==> config.mk <==
export PLATFORM = sky130hd
export DESIGN_NAME = write_back_buffer
export DESIGN_NICKNAME = d
export VERILOG_FILES = /design/src/rtl/write_back_buffer.sv
export SDC_FILE = /design/constraint.sdc
export NUM_CORES = 1
export LEC_CHECK = 0
export CELL_PAD_IN_SITES_DETAIL_PLACEMENT = 1
export CELL_PAD_IN_SITES_GLOBAL_PLACEMENT = 1
export CORE_ASPECT_RATIO = 2
export CORE_MARGIN = 3
export CORE_UTILIZATION = 46
export DETAILED_ROUTE_END_ITERATION = 6
export PLACE_DENSITY = 0.9
export SLEW_MARGIN = 20
export SYNTH_ARGS = -nofsm -noshare
export SYNTH_HDL_FRONTEND = slang
export SYNTH_SLANG_ARGS = --single-unit
==> constraint.sdc <==
create_clock -name clk -period 4.5 [get_ports clk]
set_input_delay 0.9 -clock clk [delete_from_list [all_inputs] [get_ports clk]]
set_output_delay 0.9 -clock clk [all_outputs]
set_load 0.02 [all_outputs]
==> src/rtl/write_back_buffer.sv <==
// Write-back buffer between the cache and main memory: in-order FIFO with read forwarding.
// Optional same-address write coalescing is enabled by defining WBUF_COALESCE_EN.
module write_back_buffer #(
  parameter int unsigned DEPTH  = 4,
  parameter int unsigned ADDR_W = 9,
  parameter int unsigned DATA_W = 16
) (
  input  logic                   clk,
  input  logic                   rst_n,
  input  logic                   wr_valid,
  output logic                   wr_ready,
  input  logic [ADDR_W-1:0]      wr_addr,
  input  logic [DATA_W-1:0]      wr_data,
  input  logic [ADDR_W-1:0]      rd_addr,
  output logic [DATA_W-1:0]      rd_data,
  output logic                   rd_fwd,
  output logic [ADDR_W-1:0]      mem_address_read,
  input  logic [DATA_W-1:0]      mem_readed,
  output logic                   mem_write,
  output logic [ADDR_W-1:0]      mem_address_write,
  output logic [DATA_W-1:0]      mem_data_write,
  input  logic                   hold,
  input  logic                   flush_req,
  output logic                   flush_done,
  output logic [$clog2(DEPTH):0] count
);

  localparam int unsigned PtrW = $clog2(DEPTH);
  localparam int unsigned CntW = PtrW + 1;

  typedef enum logic [1:0] {StRun, StFlush, StDone} state_e;

  state_e            state_q;
  logic [PtrW-1:0]   head_q, tail_q;
  logic [CntW-1:0]   count_q, count_d;
  logic              flush_done_q;
  logic [ADDR_W-1:0] addr_q [DEPTH];
  logic [DATA_W-1:0] data_q [DEPTH];

  logic              push, pop, alloc, hit;
  logic [PtrW-1:0]   hit_idx;

  assign count             = count_q;
  assign flush_done        = flush_done_q;
  assign mem_address_read  = rd_addr;
  assign mem_address_write = addr_q[head_q];
  assign mem_data_write    = data_q[head_q];
  // Hold only throttles draining in normal operation; a flush always drains.
  assign mem_write         = (count_q != '0) && (!hold || state_q == StFlush);
  assign pop               = mem_write;

`ifdef WBUF_COALESCE_EN
  // The head entry leaving this cycle cannot absorb a write; it would be lost.
  always_comb begin
    logic [PtrW-1:0] idx;
    idx     = '0;
    hit     = 1'b0;
    hit_idx = '0;
    for (int unsigned k = 0; k < DEPTH; k++) begin
      idx = head_q + PtrW'(k);
      if ((CntW'(k) < count_q) && (addr_q[idx] == wr_addr) && !(pop && k == 0)) begin
        hit     = 1'b1;
        hit_idx = idx;
      end
    end
  end
`else
  assign hit     = 1'b0;
  assign hit_idx = '0;
`endif

  assign wr_ready = (state_q == StRun) && ((count_q < CntW'(DEPTH)) || hit);
  assign push     = wr_valid && wr_ready;
  assign alloc    = push && !hit;
  assign count_d  = count_q + CntW'(alloc) - CntW'(pop);

  // Scan oldest to youngest so the last match wins.
  always_comb begin
    logic [PtrW-1:0] idx;
    idx     = '0;
    rd_data = mem_readed;
    rd_fwd  = 1'b0;
    for (int unsigned k = 0; k < DEPTH; k++) begin
      idx = head_q + PtrW'(k);
      if ((CntW'(k) < count_q) && (addr_q[idx] == rd_addr)) begin
        rd_data = data_q[idx];
        rd_fwd  = 1'b1;
      end
    end
  end

  always_ff @(posedge clk) begin
    if (!rst_n) begin
      state_q      <= StRun;
      head_q       <= '0;
      tail_q       <= '0;
      count_q      <= '0;
      flush_done_q <= 1'b0;
    end else begin
      if (pop) begin
        head_q <= head_q + 1'b1;
      end
      if (alloc) begin
        tail_q <= tail_q + 1'b1;
      end
      count_q      <= count_d;
      flush_done_q <= 1'b0;
      case (state_q)
        StRun: begin
          if (flush_req) begin
            state_q <= StFlush;
          end
        end
        StFlush: begin
          if (count_d == '0) begin
            state_q      <= StDone;
            flush_done_q <= 1'b1;
          end
        end
        StDone:  state_q <= StRun;
        default: state_q <= StRun;
      endcase
    end
  end

  // Entry storage needs no reset; validity is defined by head and count.
  always_ff @(posedge clk) begin
    if (alloc) begin
      addr_q[tail_q] <= wr_addr;
      data_q[tail_q] <= wr_data;
    end
    if (push && hit) begin
      data_q[hit_idx] <= wr_data;
    end
  end

endmodule
==> results_dict.tcl, run 1 <==
set metrics [dict create \
    status "complete, no violations" \
    drtIter0Drc 252 \
    grtUsageTotal_pct 23.6 \
    die_w_um 97.4 \
    ant_nets 0 \
    num_rows 66 \
    worstSetupStartpointType "flop" \
    start_util_pct 47.0 \
    vias_per_cell 6.23 \
    syn_inst 512 \
    maxSlewViolCount 0 \
    synth_top_area_share_pct 39.1 \
    critPathKind "reg -> out" \
    synth_cell_types 55 \
    hold_violations 0 \
    p_int_mw 2.98 \
    tns_ns 0 \
    clockBufferDepth 2 \
    core-area_sq_um 16400 \
    synth_largest_area_cell "edfxtp_1" \
    wire_per_inst_um 25.2 \
    cp.arrival_ns 3.56 \
    min_period_ns 4.46 \
    ys_ff_latch 112 \
    min_period_over_period_pct 99.0 \
    cp.required_ns 3.60 \
    clock_skew_ns 0.00966 \
    place.detailed.hpwl_um 15500 \
    r2r_slack_ns 1.79 \
    worst_pin_slew_ns 0.799 \
    grt_remaining_overflow 0 \
    dr.pass1.iters 4 \
    port-buffer-count 111 \
    drive_gt1_share_pct 32.2 \
    clock_sinks 112 \
    die_h_um 189 \
    root_buffer "clkbuf_16" \
    clock_latency_ns 0.36 \
    antenna_found_initial 0 \
    cts_buffers 9 \
    die-area_sq_um 18400 \
    io_pins 112 \
    area_delta_synth_final_pct 23.8 \
    synth.avg_cell_area_sq_um 15.0 \
    swShare_pct 37.3 \
    fillers 1564 \
    finalWirelength_um 21200 \
    netlist_area_sq_um 7680 \
    min_path_type "reg -> reg" \
    async_flop_share_pct 0 \
    end_kind "primary output" \
    syn-num-nets 575 \
    drcViolationCount 0 \
    yosysMostFrequentCell "edfxtp_1" \
    final_net_count 695 \
    ys.flop_type "edfxtp_1" \
    gp_routability_congestion 0.868 \
    grt_pass1_wl_um 33200 \
    cap_violations 0 \
    setup_viol 0 \
    max_freq_ghz 0.224 \
    p_leak_nw 3.28 \
    yosysWarnings 0 \
    vias 5238 \
    synth-edff-count 100 \
    tritoncts "done" \
    slew_headroom_pct 46.7 \
    cts.clk_slew.worst_paths_ns 0.07 \
    vdd_drop_max_mv 0.371 \
    pwr_density_cell_nw_per_um2 500 \
    cts_htree_levels 3 \
    grt_max_degree 49 \
    crit_fanout 8 \
    hp-start "state_q[1]$_SDFFE_PN0P_" \
    r2r-start "count[2]$_SDFF_PN0_" \
    yosysSeqAreaShare_pct 42.2 \
    pwr-share-comb_pct 52.5 \
    power_frac_seq_pct 30.7 \
    rsz0062_at_grt "true" \
    grt_pass1_vias 5756 \
    fin_util_pct 58.2 \
    cts_hold_buf 0 \
    synth_top_cells_by_count "edfxtp_1, mux4_2, inv_1" \
    multi_input_area_sq_um 3930 \
    p_switching_mw 1.77 \
    synthTopCellsByArea "edfxtp_1, mux4_2, mux4_1, dfxtp_1, xnor2_1" \
    final-seq-area_sq_um 3260 \
    antenna_cells 0 \
    power.share.clock_pct 16.8 \
]
==> registers in the layout, indices dropped and copies added, names as in the netlist, named ones only <==
register and flops:
data_q 64, addr_q 36, count 3, head_q 2, state_q 2, tail_q 2
flush_done 1
==> cell families (layout without fill, tap and decap cells) <==
family                   Yosys count  after routing  share of synthesized area, %
XOR/XNOR                          35             35                          3.99
AO/OA/AOI/OAI                     61             61                          8.71
multiplexers                     125            125                          31.6
adder cells (fa/ha/maj)            8              8                          1.40
AND/OR/NAND/NOR                   64             64                          4.75
buffers and inverters            107            232                          7.34
flip-flops                       112            112                          42.2
==> final cells by class <==
type | count | share of cell area [%]
multi-input cells | 293 | 41.4
flip-flops and latches | 112 | 34.2
repair buffers | 158 | 16.3
well taps | 204 | 2.68
clock buffers | 10 | 2.41
inverters | 58 | 2.33
clock inverters | 6 | 0.710
==> path summary, 6_finish.rpt <==
path | depth (start not counted) | end
setup / recovery | 11 | rd_data[15]
hold reg to reg | 1 | state_q[0]$_SDFFE_PN0P_
hold / removal | 1 | state_q[0]$_SDFFE_PN0P_
setup reg to reg | 9 | state_q[0]$_SDFFE_PN0P_
==> placed cells by master (no fill, tap or decap), types with 3 or more instances in the layout <==
cell / count
dfxtp_1: 8
nor2_1: 10
o221ai_2: 10
nand3_1: 18
xnor2_2: 6
xnor2_1: 21
clkbuf_16: 9
clkdlybuf4s15_2: 4
mux4_2: 79
and2_1: 6
nand2_1: 5
mux4_1: 10
o221ai_1: 7
dlygate4sd2_1: 10
edfxtp_1: 100
a21oi_1: 4
nand2b_1: 3
mux2i_1: 18
inv_1: 57
xor2_1: 8
clkdlybuf4s50_1: 90
a2111oi_4: 3
buf_12: 8
dfxtp_4: 3
o21ai_0: 3
and3_1: 4
o211ai_2: 9
ha_1: 7
nor2b_1: 4
mux2_2: 16
nand4_1: 5
o211ai_1: 10
clkbuf_2: 3
buf_4: 37
==> power groups by stage <==
| stage | Combinational, mW | Sequential [mW] | Clock (mW) |
|---|---|---|---|
| detailed placement | 2.42 | 1.49 | 0 |
| global placement | 2.34 | 1.46 | 0 |
| CTS | 2.50 | 1.46 | 0.815 |
| floorplan | 1.79 | 1.38 | 0 |
| global route | 2.67 | 1.48 | 0.858 |
| finish | 2.50 | 1.46 | 0.800 |
==> stage by stage <==
| step | cell area (sq um) | hold slack (ns) | setup slack (ns) | total power, mW | cells |
|---|---|---|---|---|---|
| after CTS | 9480 | 0.521 | -0.00889 | 4.78 | 838 |
| after floorplan | 7680 | 0.446 | 0.730 | 3.16 | 512 |
| after global routing | 9510 | 0.553 | -0.0687 | 5.01 | 841 |
| final | 9510 | 0.519 | 0.0446 | 4.76 | 841 |
| after detailed placement | 9070 | 0.517 | -0.283 | 3.92 | 815 |
| after global placement | 9070 | 0.483 | -0.192 | 3.80 | 815 |
==> critical path: stages (launching register included) <==
cell and delay (ns):
dfxtp_4 0.38, buf_12 0.12, mux4_2 0.54, xnor2_2 0.21, nand4_1 0.21, a2111oi_4 0.45
buf_12 0.19, buf_4 0.12, mux2_2 0.32, o211ai_1 0.18, o221ai_1 0.13, dlygate4sd2_1 0.34
==> per-layer routing <==
layer | wire length, um | GRT usage (%) | part of all wire, %
met5 | 0 | 0 | 0
met4 | 796 | 11.1 | 3.8
met3 | 869 | 3.08 | 4.1
met2 | 12500 | 46.0 | 59
met1 | 7050 | 24.3 | 33
==> what timing repair did <==
action	4_1_cts	5_1_grt
pin swaps	5	4
setup endpoints to repair	17	15
gates resized for setup	46	10
endpoints found under the hold margin	0	0
setup buffers	7	3
cloned	0	0
No activity file was read; power rests on OpenSTA's default activity.
==> run 2, diff against run 1 <==
MAX_ROUTING_LAYER = met4   (was default)
==> run 2 against run 1 <==
First-iteration DRC count increased by 50%. Worst setup slack worse by 0.020 ns. Via count increased by 1.9%. Sequential power about the same. Flip-flop and latch count unchanged. Largest power group unchanged.
==> results_dict.tcl, run 2 (synthesis results as in run 1) <==
set metrics [dict create \
    dr.pass1.iters 5 \
    largest_reg_flops 64 \
    worst_pin_slew_ns 0.824 \
    cp_cell_sequence "buf_12 > mux4_2 > xnor2_2 > nand4_1 > a2111oi_4 > buf_12 > buf_12 > mux2_2 > o211ai_2 > o221ai_2 > dlygate4sd2_1" \
    die_h_um 189 \
    cts_hold_buf 0 \
    pwr_density_cell_nw_per_um2 498 \
    end_kind "primary output" \
    vias_per_cell 6.30 \
    final_net_count 701 \
    core-area_sq_um 16400 \
    regMostFlops "data_q" \
    grt_pass1_vias 5907 \
    drtIter0Drc 379 \
    rsz0062_at_grt "true" \
    cts_buffers 9 \
    grt_max_degree 49 \
    cp.required_ns 3.60 \
    r2r_slack_ns 1.81 \
    worstSetupStartpointType "flop" \
    num_rows 66 \
    critPathKind "reg -> out" \
    p_leak_nw 3.33 \
    cpMostUsedCell "buf_12" \
    vias 5340 \
    slew_headroom_pct 45.1 \
    min_period_ns 4.48 \
    ant_nets 0 \
    fin_util_pct 58.3 \
    grtUsageTotal_pct 24.8 \
    clock_skew_ns 0.0145 \
    place.detailed.hpwl_um 16200 \
    port-buffer-count 111 \
    final_common_cell "edfxtp_1" \
    tns_ns 0 \
    drcViolationCount 0 \
    finalWirelength_um 22100 \
    die_w_um 97.4 \
    cts_htree_levels 3 \
    die-area_sq_um 18400 \
    cts.clk_slew.worst_paths_ns 0.08 \
    status "complete, no violations" \
    crit_path_max_incr_delay_ns 0.54 \
    cp_slowest_cell "mux4_2" \
    grt_remaining_overflow 0 \
    setup_viol 0 \
    cp.arrival_ns 3.58 \
    tritoncts "done" \
    min_path_type "reg -> reg" \
    clockBufferDepth 2 \
    max_freq_ghz 0.223 \
    area_delta_synth_final_pct 24.0 \
    mostFrequentLayoutCells "edfxtp_1, clkdlybuf4s50_1, mux4_2" \
    wire_per_inst_um 26.1 \
    clock_sinks 112 \
    vdd_drop_max_mv 0.382 \
    start_util_pct 47.0 \
    gp_routability_congestion 0.882 \
    grt_pass1_wl_um 33900 \
    fillers 1572 \
    clock_latency_ns 0.36 \
    drive_gt1_share_pct 32.8 \
    antenna_found_initial 1 \
    maxSlewViolCount 0 \
    crit_fanout 9 \
    hold_violations 0 \
    min_period_over_period_pct 99.5 \
    root_buffer "clkbuf_16" \
    io_pins 112 \
    cap_violations 0 \
]
==> run 2: area by class of cell <==
type / count / area (sq um) / share of cell area [%]
diodes: 1 / 2.50 / 0.0263
clock buffers: 9 / 225 / 2.36
clock inverters: 7 / 72.6 / 0.762
inverters: 58 / 218 / 2.28
multi-input cells: 293 / 3910 / 41.0
flip-flops and latches: 112 / 3260 / 34.2
well taps: 204 / 255 / 2.68
repair buffers: 164 / 1590 / 16.7
==> run 2: worst paths after layout <==
path | end | cells past startpoint | from
setup / recovery | rd_data[10] | 11 | flop
hold / removal | state_q[0]$_SDFFE_PN0P_ | 1 | state_q[1]$_SDFFE_PN0P_
setup reg to reg | state_q[0]$_SDFFE_PN0P_ | 9 | state_q[1]$_SDFFE_PN0P_
hold reg to reg | state_q[0]$_SDFFE_PN0P_ | 1 | state_q[1]$_SDFFE_PN0P_
==> run 2: where the power goes <==
group / switching, mW / leakage, nW / internal (mW)
logic: 1.25 / 2.17 / 1.25
clock network: 0.398 / 0.149 / 0.394
registers: 0.161 / 1.01 / 1.29
==> run 2: worst max-delay path, delay by kind of cell (launching register included) <==
family / cells / cell delay, ns
mux: 2 / 0.88
buf+inv: 4 / 0.77
compound gates: 3 / 0.70
flops: 1 / 0.39
xor+xnor: 1 / 0.26
simple gates: 1 / 0.20
==> run 2: metal layers <==
metal  global-route usage, %  vias up  part of all wire [%]
met4                    11.4        0                   4.3
met1                    24.9     2790                    33
met2                    46.8      199                    59
met3                    3.26       52                   4.1
met5                       -        -                     0
li1                        -     2299                     -
==> run 2: timing repair <==
action | 4_1_cts | 5_1_grt
setup endpoints to repair | 17 | 16
buffers inserted | 7 | 5
resized for setup | 27 | 29
pin swaps | 2 | 5
==> run 2: through the flow <==
stage / worst slack (ns) / hold WS, ns / power [mW] / instances / area (sq um)
2_1_floorplan: 0.730 / 0.446 / 3.16 / 512 / 7680
3_3_place_gp: -0.180 / 0.481 / 3.82 / 819 / 9110
3_5_place_dp: -0.331 / 0.490 / 3.94 / 819 / 9110
4_1_cts: -0.140 / 0.509 / 4.76 / 842 / 9480
5_1_grt: -0.0890 / 0.571 / 4.98 / 848 / 9530
6_report: 0.0245 / 0.506 / 4.74 / 848 / 9530
==> run 3, diff against run 2 <==
--- a/config.mk
+++ b/config.mk
@@ -10,8 +10,8 @@
 export CORE_ASPECT_RATIO = 2
 export CORE_MARGIN = 3
-export CORE_UTILIZATION = 46
+export CORE_UTILIZATION = 50
 export DETAILED_ROUTE_END_ITERATION = 6
 export MAX_ROUTING_LAYER = met4
-export PLACE_DENSITY = 0.9
+export PLACE_DENSITY = 0.95
 export SLEW_MARGIN = 20
 export SYNTH_ARGS = -nofsm -noshare
==> constraint.sdc (replaced) <==
create_clock -name clk -period 5.8 [get_ports clk]
set_input_delay 0.87 -clock clk [delete_from_list [all_inputs] [get_ports clk]]
set_output_delay 0.87 -clock clk [all_outputs]
set_load 0.02 [all_outputs]
==> run 3 against run 2 <==
Hold slack improved by 0.012 ns. Sequential share of layout area rose by 1.4 points. Sequential power fell by 19%. Non-clock buffer count fell by 39. Combinational power fell by 27%. First-iteration DRC count fell by 4.0%. Count of clock-buffer cells in the layout did not move. Critical path depth fell by 1. Critical path type unchanged. Largest power group unchanged.
==> results_dict.tcl, run 3 (synthesis results as in run 1) <==
set metrics [dict create \
    final_common_cell "clkdlybuf4s50_1" \
    hold_violations 0 \
    tritoncts "done" \
    root_buffer "clkbuf_16" \
    dr.pass1.iters 4 \
    p_int_mw 2.26 \
    crit_fanout 54 \
    wire_per_inst_um 27.0 \
    fillers 1424 \
    die-area_sq_um 17000 \
    drcViolationCount 0 \
    die_h_um 181 \
    r2r-start "state_q[0]$_SDFFE_PN0P_" \
    maxSlewViolCount 0 \
    p_switching_mw 1.38 \
    finalPower_mw 3.64 \
    grt_max_degree 79 \
    slew_headroom_pct 44.2 \
    pwr_density_cell_nw_per_um2 398 \
    vias_per_cell 6.48 \
    hp-start "state_q[1]$_SDFFE_PN0P_" \
    critPathKind "reg -> out" \
    grtUsageTotal_pct 27.1 \
    reg2reg_to "state_q[0]$_SDFFE_PN0P_" \
    max_freq_ghz 0.190 \
    gp_routability_congestion 0.938 \
    drive_gt1_share_pct 25.8 \
    vdd_drop_max_mv 0.422 \
    clock_latency_ns 0.35 \
    antenna_cells 0 \
    die_w_um 93.7 \
    pwr-share-comb_pct 50.2 \
    worstSetupStartpointType "flop" \
    setup_viol 0 \
    cap_violations 0 \
    cts_buffers 9 \
    antenna_found_initial 0 \
    start_util_pct 51.3 \
    cp.required_ns 4.93 \
    place.detailed.hpwl_um 15000 \
    grt_pass1_wl_um 33500 \
    dpl_cell_area_sq_um 8800 \
    multi_input_area_sq_um 3880 \
    min_path_type "reg -> reg" \
    hold_depth 1 \
    min_to "state_q[0]$_SDFFE_PN0P_" \
    largest_reg_flops 64 \
    regMostFlops "data_q" \
    min_period_over_period_pct 90.8 \
    cp.arrival_ns 4.40 \
    postCtsResizedCells 0 \
    finalWirelength_um 21500 \
    min_period_ns 5.27 \
    cts_htree_levels 3 \
    area_delta_synth_final_pct 18.9 \
    num_rows 63 \
    core-area_sq_um 15000 \
    finish.instance_area_sq_um 9140 \
    final_net_count 662 \
    cts_hold_buf 0 \
    rr_worst_depth 9 \
    worst_pin_slew_ns 0.836 \
    vias 5177 \
    ant_nets 0 \
    cts.clk_slew.worst_paths_ns 0.08 \
    mostFrequentLayoutCells "clkdlybuf4s50_1, edfxtp_1, mux4_2" \
    tns_ns 0 \
    grt_pass1_vias 5740 \
    final-seq-area_sq_um 3250 \
    clock_sinks 112 \
    power.share.clock_pct 17.6 \
    grt_remaining_overflow 0 \
    power_frac_seq_pct 32.2 \
    p_leak_nw 3.03 \
    rsz0062_at_grt "false" \
    port-buffer-count 111 \
    clock_skew_ns 0.0104 \
    swShare_pct 38.0 \
    post_cts_buffers 0 \
    drtIter0Drc 364 \
    status "complete, no violations" \
    io_pins 112 \
    r2r_slack_ns 2.98 \
    end_kind "primary output" \
    clockBufferDepth 2 \
]
run 3: cell types whose count changed in the layout (fill, tap and decap cells not counted), sizes merged:
cell	previous run	this run
buf	55	14
clkdlybuf4s50	91	111
clkbuf	17	9
dlygate4sd2	6	0
dlymetal6s2s	4	0
bufinv	0	1
diode	1	0
inv	61	60
run 3: area by class of cell:
type	instances	share of cell area, %
multi-input cells	293	42.5
flip-flops and latches	112	35.6
well taps	195	2.67
clock inverters	7	0.863
inverters	58	2.38
repair buffers	125	13.5
clock buffers	9	2.47
run 3: power by group through the flow:
| stage | Clock, mW | Combinational, mW | Sequential (mW) |
|---|---|---|---|
| 5_1_grt | 0.674 | 1.95 | 1.19 |
| 4_1_cts | 0.648 | 1.79 | 1.21 |
| 3_5_place_dp | 0 | 1.77 | 1.23 |
| 3_3_place_gp | 0 | 1.70 | 1.20 |
| 6_report | 0.639 | 1.83 | 1.17 |
| 2_1_floorplan | 0 | 1.39 | 1.07 |
run 3: worst max path at each step:
stage	end	cells after the start	startpoint	slack, ns
detailed placement	rd_data[2]	9	head_q[1]$_SDFFE_PN0P_	0.66
global placement	rd_data[12]	9	rd_addr[5]	0.82
finish	rd_data[2]	10	head_q[1]$_SDFFE_PN0P_	0.53
global route	rd_data[2]	10	head_q[1]$_SDFFE_PN0P_	0.28
CTS	rd_data[2]	9	head_q[1]$_SDFFE_PN0P_	0.26
floorplan	rd_data[14]	8	rd_addr[0]	2.09
run 3: worst max-delay path: stages, from the launching register on:
cell and delay [ns]:
dfxtp_4 0.63, buf_16 0.31, mux4_1 0.62, xnor2_1 0.17, nand4_1 0.11, or4_1 0.11
buf_4 0.32, a21boi_4 0.68, o211ai_1 0.22, o221ai_1 0.15, clkdlybuf4s50_1 0.66
run 3: stage by stage:
stage	util [%]	setup WS, ns	hold WS, ns	std cells
2_1_floorplan	-	2.09	0.446	512
3_3_place_gp	58.8	0.821	0.463	782
3_5_place_dp	58.8	0.662	0.501	782
4_1_cts	60.8	0.256	0.523	798
5_1_grt	61.0	0.282	0.583	799
6_report	61.0	0.531	0.519	799
run 3: routing by layer:
layer / up-vias / share of wire (%) / track usage [%]
li1: 2215 / - / -
met3: 57 / 3.7 / 2.71
met5: - / 0 / -
met2: 190 / 58 / 49.4
met1: 2715 / 33 / 28.6
met4: 0 / 4.7 / 13.1
